## src/rtl/cmd_pkg.sv

```systemverilog
// Shared ASCII constants and line-buffer state encoding for the command path.
// Consumed by the UART-to-command line assembler and its neighbours.
package cmd_pkg;

   localparam logic [7:0] ASC_A = 8'h61, ASC_B = 8'h62, ASC_C = 8'h63, ASC_D = 8'h64;
   localparam logic [7:0] ASC_E = 8'h65, ASC_F = 8'h66, ASC_G = 8'h67, ASC_H = 8'h68;
   localparam logic [7:0] ASC_I = 8'h69, ASC_J = 8'h6A, ASC_K = 8'h6B, ASC_L = 8'h6C;
   localparam logic [7:0] ASC_M = 8'h6D, ASC_N = 8'h6E, ASC_O = 8'h6F, ASC_P = 8'h70;
   localparam logic [7:0] ASC_Q = 8'h71, ASC_R = 8'h72, ASC_S = 8'h73, ASC_T = 8'h74;
   localparam logic [7:0] ASC_U = 8'h75, ASC_V = 8'h76, ASC_W = 8'h77, ASC_X = 8'h78;
   localparam logic [7:0] ASC_Y = 8'h79, ASC_Z = 8'h7A;

   localparam logic [7:0] ASC_ADD   = 8'h2B;
   localparam logic [7:0] ASC_SUB   = 8'h2D;
   localparam logic [7:0] ASC_MULT  = 8'h2A;
   localparam logic [7:0] ASC_DIV   = 8'h2F;
   localparam logic [7:0] ASC_SPACE = 8'h20;
   localparam logic [7:0] ASC_TILDE = 8'h7E;
   localparam logic [7:0] ASC_CR    = 8'h0D;
   localparam logic [7:0] ASC_LF    = 8'h0A;
   localparam logic [7:0] ASC_BS    = 8'h08;
   localparam logic [7:0] ASC_DEL   = 8'h7F;
   localparam logic [7:0] ASC_UC_A  = 8'h41;
   localparam logic [7:0] ASC_UC_Z  = 8'h5A;

   typedef enum logic [1:0] {
      S_COLLECT = 2'd0,
      S_OVF     = 2'd1,
      S_COMMIT  = 2'd2
   } state_t;

endpackage

```

## src/rtl/command_line_buffer.sv

```systemverilog
// Line editor: packs received ASCII bytes into a command word; commit pulses one cycle after enter.
// Backpressure: rx_ready drops for the commit cycle and while the one-deep echo slot is occupied.
module command_line_buffer
   import cmd_pkg::*;
#(
   parameter int unsigned  CMD_CHARS = 5,
   parameter logic [7:0]   PAD_CHAR  = ASC_SPACE,
   parameter bit           FOLD_CASE = 1'b1,
   parameter bit           ECHO_EN   = 1'b1,
   localparam int unsigned LW        = $clog2(CMD_CHARS + 1)
) (
   input  logic                   clk,
   input  logic                   rst_n,
   input  logic [7:0]             rx_data,
   input  logic                   rx_valid,
   output logic                   rx_ready,
   output logic [8*CMD_CHARS-1:0] cmd,
   output logic [LW-1:0]          cmd_len,
   output logic                   cmd_valid,
   output logic                   cmd_err,
   output logic [7:0]             echo_data,
   output logic                   echo_valid,
   input  logic                   echo_ready
);

   state_t                 state_q, state_d;
   logic [LW-1:0]          len_q, len_d;
   logic [7:0]             buf_q [CMD_CHARS];
   logic [7:0]             buf_d [CMD_CHARS];
   logic [8*CMD_CHARS-1:0] cmd_q, cmd_d;
   logic [LW-1:0]          cmd_len_q, cmd_len_d;
   logic                   cmd_valid_q, cmd_valid_d;
   logic                   cmd_err_q, cmd_err_d;
   logic                   echo_valid_q, echo_valid_d;
   logic [7:0]             echo_data_q, echo_data_d;

   logic [8*CMD_CHARS-1:0] line;
   logic                   take, full;
   logic                   is_print, is_bs, is_enter;
   logic [7:0]             ch;
   logic                   echo_now;
   logic [7:0]             echo_byte;

   // rx_ready is forced low while reset is asserted, not just after it.
   assign rx_ready = rst_n && (state_q != S_COMMIT) && !(ECHO_EN && echo_valid_q);
   assign take     = rx_valid && rx_ready;
   assign ch       = (FOLD_CASE && rx_data >= ASC_UC_A && rx_data <= ASC_UC_Z) ?
                     (rx_data | 8'h20) : rx_data;
   assign is_print = (ch >= ASC_SPACE) && (ch <= ASC_TILDE);
   assign is_bs    = (ch == ASC_BS) || (ch == ASC_DEL);
   assign is_enter = (ch == ASC_CR) || (ch == ASC_LF);
   assign full     = (len_q == LW'(CMD_CHARS));

   for (genvar g = 0; g < CMD_CHARS; g++) begin : g_line
      assign line[8*(CMD_CHARS-1-g) +: 8] = buf_q[g];
   end

   always_comb begin
      state_d      = state_q;
      len_d        = len_q;
      buf_d        = buf_q;
      cmd_d        = cmd_q;
      cmd_len_d    = cmd_len_q;
      cmd_valid_d  = 1'b0;
      cmd_err_d    = 1'b0;
      echo_valid_d = echo_valid_q && !echo_ready;
      echo_data_d  = echo_data_q;
      echo_now     = 1'b0;
      echo_byte    = ch;

      case (state_q)
         S_COLLECT: begin
            if (take) begin
               if (is_print) begin
                  echo_now = 1'b1;
                  if (full) begin
                     state_d = S_OVF;
                  end else begin
                     for (int i = 0; i < CMD_CHARS; i++)
                        if (LW'(i) == len_q) buf_d[i] = ch;
                     len_d = len_q + 1'b1;
                  end
               end else if (is_bs && len_q != '0) begin
                  for (int i = 0; i < CMD_CHARS; i++)
                     if (LW'(i) == len_q - 1'b1) buf_d[i] = PAD_CHAR;
                  len_d     = len_q - 1'b1;
                  echo_now  = 1'b1;
                  echo_byte = ASC_BS;
               end else if (is_enter && len_q != '0) begin
                  // cmd is loaded on this edge so it is already stable when cmd_valid rises.
                  cmd_d       = line;
                  cmd_len_d   = len_q;
                  cmd_valid_d = 1'b1;
                  state_d     = S_COMMIT;
                  echo_now    = 1'b1;
                  echo_byte   = ASC_CR;
               end
            end
         end
         S_OVF: begin
            if (take) begin
               if (is_print) begin
                  echo_now = 1'b1;
               end else if (is_bs) begin
                  echo_now  = 1'b1;
                  echo_byte = ASC_BS;
               end else if (is_enter) begin
                  for (int i = 0; i < CMD_CHARS; i++) buf_d[i] = PAD_CHAR;
                  len_d     = '0;
                  cmd_err_d = 1'b1;
                  state_d   = S_COLLECT;
                  echo_now  = 1'b1;
                  echo_byte = ASC_CR;
               end
            end
         end
         S_COMMIT: begin
            for (int i = 0; i < CMD_CHARS; i++) buf_d[i] = PAD_CHAR;
            len_d   = '0;
            state_d = S_COLLECT;
         end
         default: state_d = S_COLLECT;
      endcase

      if (ECHO_EN && echo_now) begin
         echo_valid_d = 1'b1;
         echo_data_d  = echo_byte;
      end
   end

   always_ff @(posedge clk or negedge rst_n) begin
      if (!rst_n) begin
         state_q      <= S_COLLECT;
         len_q        <= '0;
         for (int i = 0; i < CMD_CHARS; i++) buf_q[i] <= PAD_CHAR;
         cmd_q        <= {CMD_CHARS{PAD_CHAR}};
         cmd_len_q    <= '0;
         cmd_valid_q  <= 1'b0;
         cmd_err_q    <= 1'b0;
         echo_valid_q <= 1'b0;
         echo_data_q  <= 8'h00;
      end else begin
         state_q      <= state_d;
         len_q        <= len_d;
         buf_q        <= buf_d;
         cmd_q        <= cmd_d;
         cmd_len_q    <= cmd_len_d;
         cmd_valid_q  <= cmd_valid_d;
         cmd_err_q    <= cmd_err_d;
         echo_valid_q <= echo_valid_d;
         echo_data_q  <= echo_data_d;
      end
   end

   assign cmd        = cmd_q;
   assign cmd_len    = cmd_len_q;
   assign cmd_valid  = cmd_valid_q;
   assign cmd_err    = cmd_err_q;
   assign echo_valid = echo_valid_q;
   assign echo_data  = echo_data_q;

endmodule

```

## config.mk

```make
export PLATFORM = sky130hd
export DESIGN_NAME = command_line_buffer
export DESIGN_NICKNAME = d
export VERILOG_FILES = /design/src/rtl/cmd_pkg.sv /design/src/rtl/command_line_buffer.sv
export SDC_FILE = /design/constraint.sdc
export NUM_CORES = 1
export LEC_CHECK = 0
export CELL_PAD_IN_SITES_DETAIL_PLACEMENT = 1
export CELL_PAD_IN_SITES_GLOBAL_PLACEMENT = 1
export CORE_AREA = 10 10 118 120
export CTS_CLUSTER_SIZE = 10
export DETAILED_ROUTE_END_ITERATION = 12
export DIE_AREA = 0 0 128 130
export MAX_ROUTING_LAYER = met4
export PLACE_DENSITY = 0.83
export SYNTH_ARGS = -nofsm -noshare
export SYNTH_HDL_FRONTEND = slang
export SYNTH_SLANG_ARGS = --single-unit
```

## constraint.sdc

```tcl
create_clock -name clk -period 4.35 [get_ports clk]
set_clock_uncertainty 0.15 [all_clocks]
set_input_delay 1.305 -clock clk [delete_from_list [all_inputs] [get_ports clk]]
set_output_delay 1.305 -clock clk [all_outputs]
set_load 0.01 [all_outputs]
```

==> metrics.log, run 1 <==
INFO  metric outcome = complete, no violations
INFO  metric clk_lat_worst_skew = 0.34 ns
INFO  metric critPathBufInv = 2
INFO  metric diodes = 0
INFO  metric globalRoute.totalOverflow = 0
INFO  metric grt_antenna_before_repair = 0
INFO  metric fp.dieH = 130 µm
INFO  metric cp-startpoint = rx_data[3]
INFO  metric worstSetupEndpointType = flip-flop
INFO  metric setup_viol = 0
INFO  metric std_cell_rows = 40
INFO  metric netlist_instances = 322
INFO  metric initial_utilization = 0.380
INFO  metric drt-pass1-iter-count = 4
INFO  metric avgViaCountPerCell = 5.21
INFO  metric r2r-start = state_q[0]$_DFFE_PN0P_
INFO  metric power.static_leakage = 0.00260 µW
INFO  metric dpl_worst_slack = 0.206 ns
INFO  metric ys.flop_type = dfrtp_1
INFO  metric critPathRequiredTime = 4.42 ns
INFO  metric layout.nets = 424
INFO  metric worstHoldPathType = reg -> reg
INFO  metric period_share = 0.868
INFO  metric critical-path-slowest-cell = clkdlybuf4s50_1
INFO  metric timing.max_cap.violations = 0
INFO  metric worstMarginPinSlew = 0.754 ns
INFO  metric grt_total_usage = 0.141
INFO  metric fill_cells = 1,200
INFO  metric worst_setup_hold_path_clk_slew = 0.07 ns
INFO  metric first_global_vias = 3,143
INFO  metric start_kind = input port
INFO  metric synth.yosys.seq_area_share = 0.559
INFO  metric synth-edff-count = 0
INFO  metric final.setup.worst_slack = 0.576 ns
INFO  metric synth.yosys.warnings = 0
INFO  metric finalSetupTns = 0 ns
INFO  metric vias = 2,881
INFO  metric cp_max_fo = 44
INFO  metric cts_resized = 0
INFO  metric arrival = 3.85 ns
INFO  metric antenna_left = 0
INFO  metric timing.critical_path.cells = clkdlybuf4s50_1 > or4b_4 > a211oi_1 > nand2_1 > nor3_4 > buf_12 > mux2_2
INFO  metric port-buffer-count = 66
INFO  metric layout_common_cells = dfrtp_1, mux2_2, clkdlybuf4s50_1, o21ai_0, nand2_1
INFO  metric ios = 67
INFO  metric yosys.cell_types.count = 56
INFO  metric worstHoldStart = buf_q[23]$_DFFE_PN0P_
INFO  metric finalWirelength = 11,100 µm
INFO  metric globalplace.congestion = 0.903
INFO  metric timing_worst_setup_path_type = in -> reg
INFO  metric max_freq = 265 MHz
INFO  metric synth.ff_latch_count = 99
INFO  metric cts_inserted_buffers = 9
INFO  metric post_route_cells_drive_above_1_share = 0.328
INFO  metric drc_errors = 0
INFO  metric timing.slew.headroom = 0.497
INFO  metric area_delta_synth_final = 28.4%
INFO  metric final_design_area_no_fill = 0.00571 mm²
INFO  metric max-clock-path-buffers = 2
INFO  metric routedWlPerCell = 20.0 µm
INFO  metric cts_hold_buffers = 0
INFO  metric final_hold_viol_count = 0
INFO  metric synth.cell_area = 0.00445 mm²
INFO  metric cts_tree = done
INFO  metric finish.utilization = 0.488
INFO  metric root_buffer = clkbuf_16
INFO  metric grt_max_degree = 62
INFO  metric first_pass_grt_wire_length = 17,900 µm
INFO  metric chip_width = 128 µm
INFO  metric finalMaxSlewViolations = 0
INFO  metric asyncSetResetFlopFracSynth = 1.00
INFO  metric layout.cells.most_common = dfrtp_1
INFO  metric irDropWorstVdd = 0.000224 V
INFO  metric cts.sink_count = 99
INFO  metric final.min_clock_period = 3.77 ns
INFO  metric cellPowerDensity = 576 mW/mm²
INFO  metric syn_area_per_cell = 13.8 µm²
INFO  metric htreeDepth = 3
INFO  metric core = 0.0117 mm²
INFO  metric cts_setup_buffers = 0
INFO  metric crit_path_max_incr_delay = 0.56 ns
INFO  metric detailed_place_hpwl = 7850 µm
INFO  metric drt_iter0_drc = 247
INFO  metric die-area = 0.0166 mm²
INFO  metric place_area = 0.00536 mm²
INFO  metric grt_setup_unrepaired = false
INFO  metric worst_path_dominant_cell_family = simple AND/OR/NAND/NOR gates
INFO  metric postSynthNetCount = 345
metal layers:
metal / vias up / wire length [µm] / global-route usage
met5: - / 0 / -
met4: 0 / 166 / 0.0411
met3: 12 / 495 / 0.0418
met2: 47 / 5810 / 0.241
met1: 1490 / 4590 / 0.156
li1: 1332 / - / -
power breakdown:
group          switching (µW)  total [µW]  internal, µW
clock                     350         946           596
combinational             591        1110           522
sequential                118        1230          1110
Yosys cell counts (2+ instances only):
library cell,number,area [µm²]
dfrtp_1,89,2230
mux2_2,71,800
o21ai_0,13,65.1
nand2_1,12,45.0
ha_1,11,138
inv_1,11,41.3
dfstp_2,10,263
and2_1,8,50.1
mux2_1,7,78.8
nor2_1,7,26.3
and3_1,6,37.5
buf_2,5,25.0
o31ai_1,5,37.5
mux2_4,4,60.1
o211ai_4,4,85.1
a31o_2,3,26.3
and2_2,3,22.5
clkbuf_1,3,11.3
nor3_1,3,15.0
or2_2,3,18.8
a211oi_1,2,15.0
a21oi_1,2,10.0
a22o_1,2,17.5
nor3b_1,2,15.0
o211ai_1,2,15.0
o22ai_1,2,12.5
o2bb2ai_1,2,17.5
xnor2_1,2,17.5
stage by stage:
step | total power [µW] | std cells | hold slack (ns)
finish | 3290 | 553 | 0.334
global route | 3470 | 553 | 0.358
CTS | 3320 | 553 | 0.344
detailed placement | 2360 | 537 | 0.327
global placement | 2300 | 537 | 0.316
floorplan | 1960 | 322 | 0.297
flip-flops by register name, indices dropped and copies added (netlist names):
| name | count |
|---|---|
| buf_q | 40 |
| cmd | 40 |
| cmd_err | 1 |
| cmd_len | 3 |
| cmd_valid | 1 |
| echo_data | 8 |
| echo_valid | 1 |
| len_q | 3 |
| state_q | 2 |
cells by family after synthesis:
group                    synth area share
AND/OR/NAND/NOR                    0.0748
buffers and inverters              0.0183
XOR/XNOR                          0.00394
AO/OA/AOI/OAI                       0.102
flip-flops                          0.559
adder cells (fa/ha/maj)            0.0309
multiplexers                        0.211
final cells by class:
class / count / area (µm²) / share of cell area
clock buffers: 11 / 253 / 0.0442
repair buffers: 77 / 753 / 0.132
multi-input cells: 203 / 1890 / 0.330
clock inverters: 5 / 106 / 0.0186
inverters: 11 / 41.3 / 0.00723
well taps: 147 / 184 / 0.0322
flip-flops and latches: 99 / 2490 / 0.436
final timing paths:
kind,end,depth (start not counted),slack [ns]
min in group asynchronous,echo_valid$_DFF_PN0_,2,0.87
max in group asynchronous,buf_q[17]$_DFFE_PN0P_,3,2.03
worst min register to register,buf_q[23]$_DFFE_PN0P_,1,0.33
worst min-delay path,buf_q[23]$_DFFE_PN0P_,1,0.33
worst max-delay path,cmd[18]$_DFFE_PN0P_,7,0.58
worst max register to register,buf_q[9]$_DFFE_PN0P_,8,1.65
worst reg2reg max path: stages (launching register included):
cell and delay, ns:
dfrtp_1 0.35, inv_1 0.08, ha_1 0.22, nand4bb_1 0.31, a2111o_1 0.49, a211oi_4 0.21, buf_4 0.24, nand3_4 0.17
mux2_1 0.36
No activity file was read; power rests on OpenSTA's default activity.
==> run 2: changes to the inputs <==
==> constraint.sdc (replaced) <==
create_clock -name clk -period 3.49 [get_ports clk]
set_clock_uncertainty 0.15 [all_clocks]
set_input_delay 1.047 -clock clk [delete_from_list [all_inputs] [get_ports clk]]
set_output_delay 1.047 -clock clk [all_outputs]
set_load 0.01 [all_outputs]
==> metrics.log, run 2 (synthesis results as in run 1) <==
INFO  metric outcome = complete, no violations
INFO  metric cts_inserted_buffers = 9 (unchanged)
INFO  metric critPathRequiredTime = 3.57 ns (-0.85 ns)
INFO  metric post-layout-total-power = 4120 µW (+25%)
INFO  metric layout_common_cells = dfrtp_1, mux2_2, clkdlybuf4s50_1, buf_4, o21ai_0
INFO  metric critical-path-top-cell-by-count = buf_12
INFO  metric hold-path-endpoint = buf_q[31]$_DFFE_PN0P_
INFO  metric std_cell_rows = 40 (unchanged)
INFO  metric vias = 3,038 (+5.4%)
INFO  metric final_hold_viol_count = 0 (unchanged)
INFO  metric final.min_clock_period = 3.30 ns
INFO  metric layout.nets = 452 (+6.6%)
INFO  metric timing.max_cap.violations = 0 (unchanged)
INFO  metric rr_endpoint = buf_q[28]$_DFFE_PN0P_
INFO  metric grt_antenna_before_repair = 0 (unchanged)
INFO  metric port-buffer-count = 66 (unchanged)
INFO  metric post_route_cells_drive_above_1_share = 0.369 (+0.0411)
INFO  metric routedWlPerCell = 20.2 µm (+0.87%)
INFO  metric globalRoute.totalOverflow = 0 (unchanged)
INFO  metric sequential_cell_area = 0.00249 mm² (unchanged)
INFO  metric detailed_place_hpwl = 8500 µm (+8.3%)
INFO  metric worstMarginPinSlew = 0.817 ns (+0.0626 ns)
INFO  metric final.setup.worst_slack = 0.192 ns (-0.384 ns)
INFO  metric grt_max_degree = 57 (-8.1%)
INFO  metric antenna_left = 0 (unchanged)
INFO  metric cts_resized = 0 (unchanged)
INFO  metric diodes = 0 (unchanged)
INFO  metric met1Wirelength = 4770 µm (+3.7%)
INFO  metric routed-wl-met2 = 6270 µm (+7.9%)
INFO  metric arrival = 3.38 ns (-0.47 ns)
INFO  metric core = 0.0117 mm² (unchanged)
INFO  metric globalplace.congestion = 0.842 (-6.8%)
INFO  metric ios = 67 (unchanged)
INFO  metric drt-pass1-iter-count = 4 (unchanged)
INFO  metric fp.dieH = 130 µm (unchanged)
INFO  metric first_global_vias = 3,416 (+8.7%)
INFO  metric max_freq = 303 MHz
INFO  metric fill_cells = 1,206 (+0.50%)
INFO  metric final_design_area_no_fill = 0.00592 mm² (+3.6%)
INFO  metric cts.sink_count = 99 (unchanged)
INFO  metric initial_utilization = 0.380 (unchanged)
INFO  metric max-clock-path-buffers = 2 (unchanged)
INFO  metric worstHoldPathType = reg -> reg
INFO  metric setup_viol = 0 (unchanged)
INFO  metric finalMaxSlewViolations = 0 (unchanged)
INFO  metric r2r-start = state_q[1]$_DFFE_PN0P_
INFO  metric rrSetupSlack = 0.90 ns (-0.75 ns)
INFO  metric clk_lat_worst_skew = 0.35 ns (about the same)
INFO  metric grt_total_usage = 0.150 (+0.00894)
INFO  metric reg2regPathDepth = 6 (-2)
INFO  metric chip_width = 128 µm (unchanged)
INFO  metric die-area = 0.0166 mm² (unchanged)
INFO  metric multi_input_area = 0.00189 mm² (unchanged)
INFO  metric area_delta_synth_final = 33.0%
INFO  metric drt_iter0_drc = 144 (-42%)
INFO  metric irDropWorstVdd = 0.000325 V (+45%)
INFO  metric critical-path-slowest-cell = or4b_4
INFO  metric cp_max_fo = 8 (-82%)
INFO  metric timing.slew.headroom = 0.451 (-0.0459)
INFO  metric critPathBufInv = 3 (+1)
INFO  metric worst_path_dominant_cell_family = buffers and inverters
INFO  metric avgViaCountPerCell = 5.23 (+0.37%)
INFO  metric wl_met3 = 432 µm (-13%)
INFO  metric finalWirelength = 11,700 µm (+6.0%)
INFO  metric first_pass_grt_wire_length = 19,000 µm (+6.0%)
INFO  metric place_area = 0.00558 mm² (+4.3%)
INFO  metric dpl_worst_slack = -0.148 ns (-0.355 ns)
INFO  metric root_buffer = clkbuf_16
INFO  metric period_share = 0.945
INFO  metric htreeDepth = 3 (unchanged)
INFO  metric cts_hold_buffers = 0 (unchanged)
INFO  metric highest-signal-layer = met4
INFO  metric worstHoldStart = buf_q[31]$_DFFE_PN0P_
INFO  metric timing.critical_path.cells = clkdlybuf4s50_1 > or4b_4 > a2111o_1 > a211oi_4 > buf_12 > o211ai_4 > buf_12 > mux2_4
INFO  metric holdPathStages = 1 (unchanged)
INFO  metric crit_path_max_incr_delay = 0.57 ns (about the same)
INFO  metric drc_errors = 0 (unchanged)
INFO  metric layout.cells.most_common = dfrtp_1
INFO  metric finish.utilization = 0.505 (+0.0175)
INFO  metric timing_worst_setup_path_type = in -> reg
INFO  metric power.static_leakage = 0.00273 µW (+4.9%)
INFO  metric grt_setup_unrepaired = false
INFO  metric cellPowerDensity = 695 mW/mm² (+21%)
INFO  metric worst_setup_hold_path_clk_slew = 0.06 ns (about the same)
INFO  metric cts_tree = done
INFO  metric worstSetupEndpointType = flip-flop
INFO  metric start_kind = input port
==> run 2: cell types whose count changed in the layout (fill, tap and decap cells not counted), moves of 2 or more <==
cell / delta
buf_4: +25
clkbuf_8: -2
buf_12: +3
clkinv_2: +2
==> run 2: cell type report <==
| cell class | count | area share |
|---|---|---|
| Clock buffer | 10 | 0.0387 |
| Clock inverter | 6 | 0.0148 |
| Inverter | 11 | 0.00698 |
| Multi-Input combinational cell | 203 | 0.319 |
| Sequential cell | 99 | 0.421 |
| Tap cell | 147 | 0.0311 |
| Timing Repair Buffer | 105 | 0.169 |
==> run 2: through the flow <==
| step | hold WS, ns | instances | TNS, ns |
|---|---|---|---|
| final | 0.333 | 581 | 0 |
| after global routing | 0.367 | 581 | 0 |
| after CTS | 0.342 | 580 | 0 |
| after detailed placement | 0.316 | 564 | -7.26 |
| after global placement | 0.315 | 564 | -5.47 |
| after floorplan | 0.297 | 322 | 0 |
==> run 2: repair_timing <==
item                       in CTS  in global routing
hold endpoints to repair        0                  0
buffers inserted                0                  1
setup endpoints to repair       0                  2
==> run 2: per-layer routing <==
metal  vias up  GRT usage
li1       1387          -
met5         -          -
met4         0     0.0543
met2        49      0.260
met3        26     0.0353
met1      1576      0.164
==> run 2: power breakdown <==
part           switching, µW  internal (µW)  leakage [µW]
combinational            777            735       0.00125
sequential               150           1390       0.00132
clock                    437            630      0.000157
total                   1360           2750       0.00273
==> run 2: worst max path at each step <==
stage,startpoint,endpoint,depth (start not counted)
2_1_floorplan,rx_data[5],buf_q[0]$_DFFE_PN0P_,5
3_5_place_dp,rx_data[0],buf_q[32]$_DFFE_PN0P_,8
3_3_place_gp,rx_data[5],buf_q[12]$_DFFE_PN0P_,7
5_1_grt,rx_data[1],buf_q[32]$_DFFE_PN0P_,8
4_1_cts,rx_data[0],buf_q[1]$_DFFE_PN0P_,8
6_report,rx_data[5],buf_q[2]$_DFFE_PN0P_,8
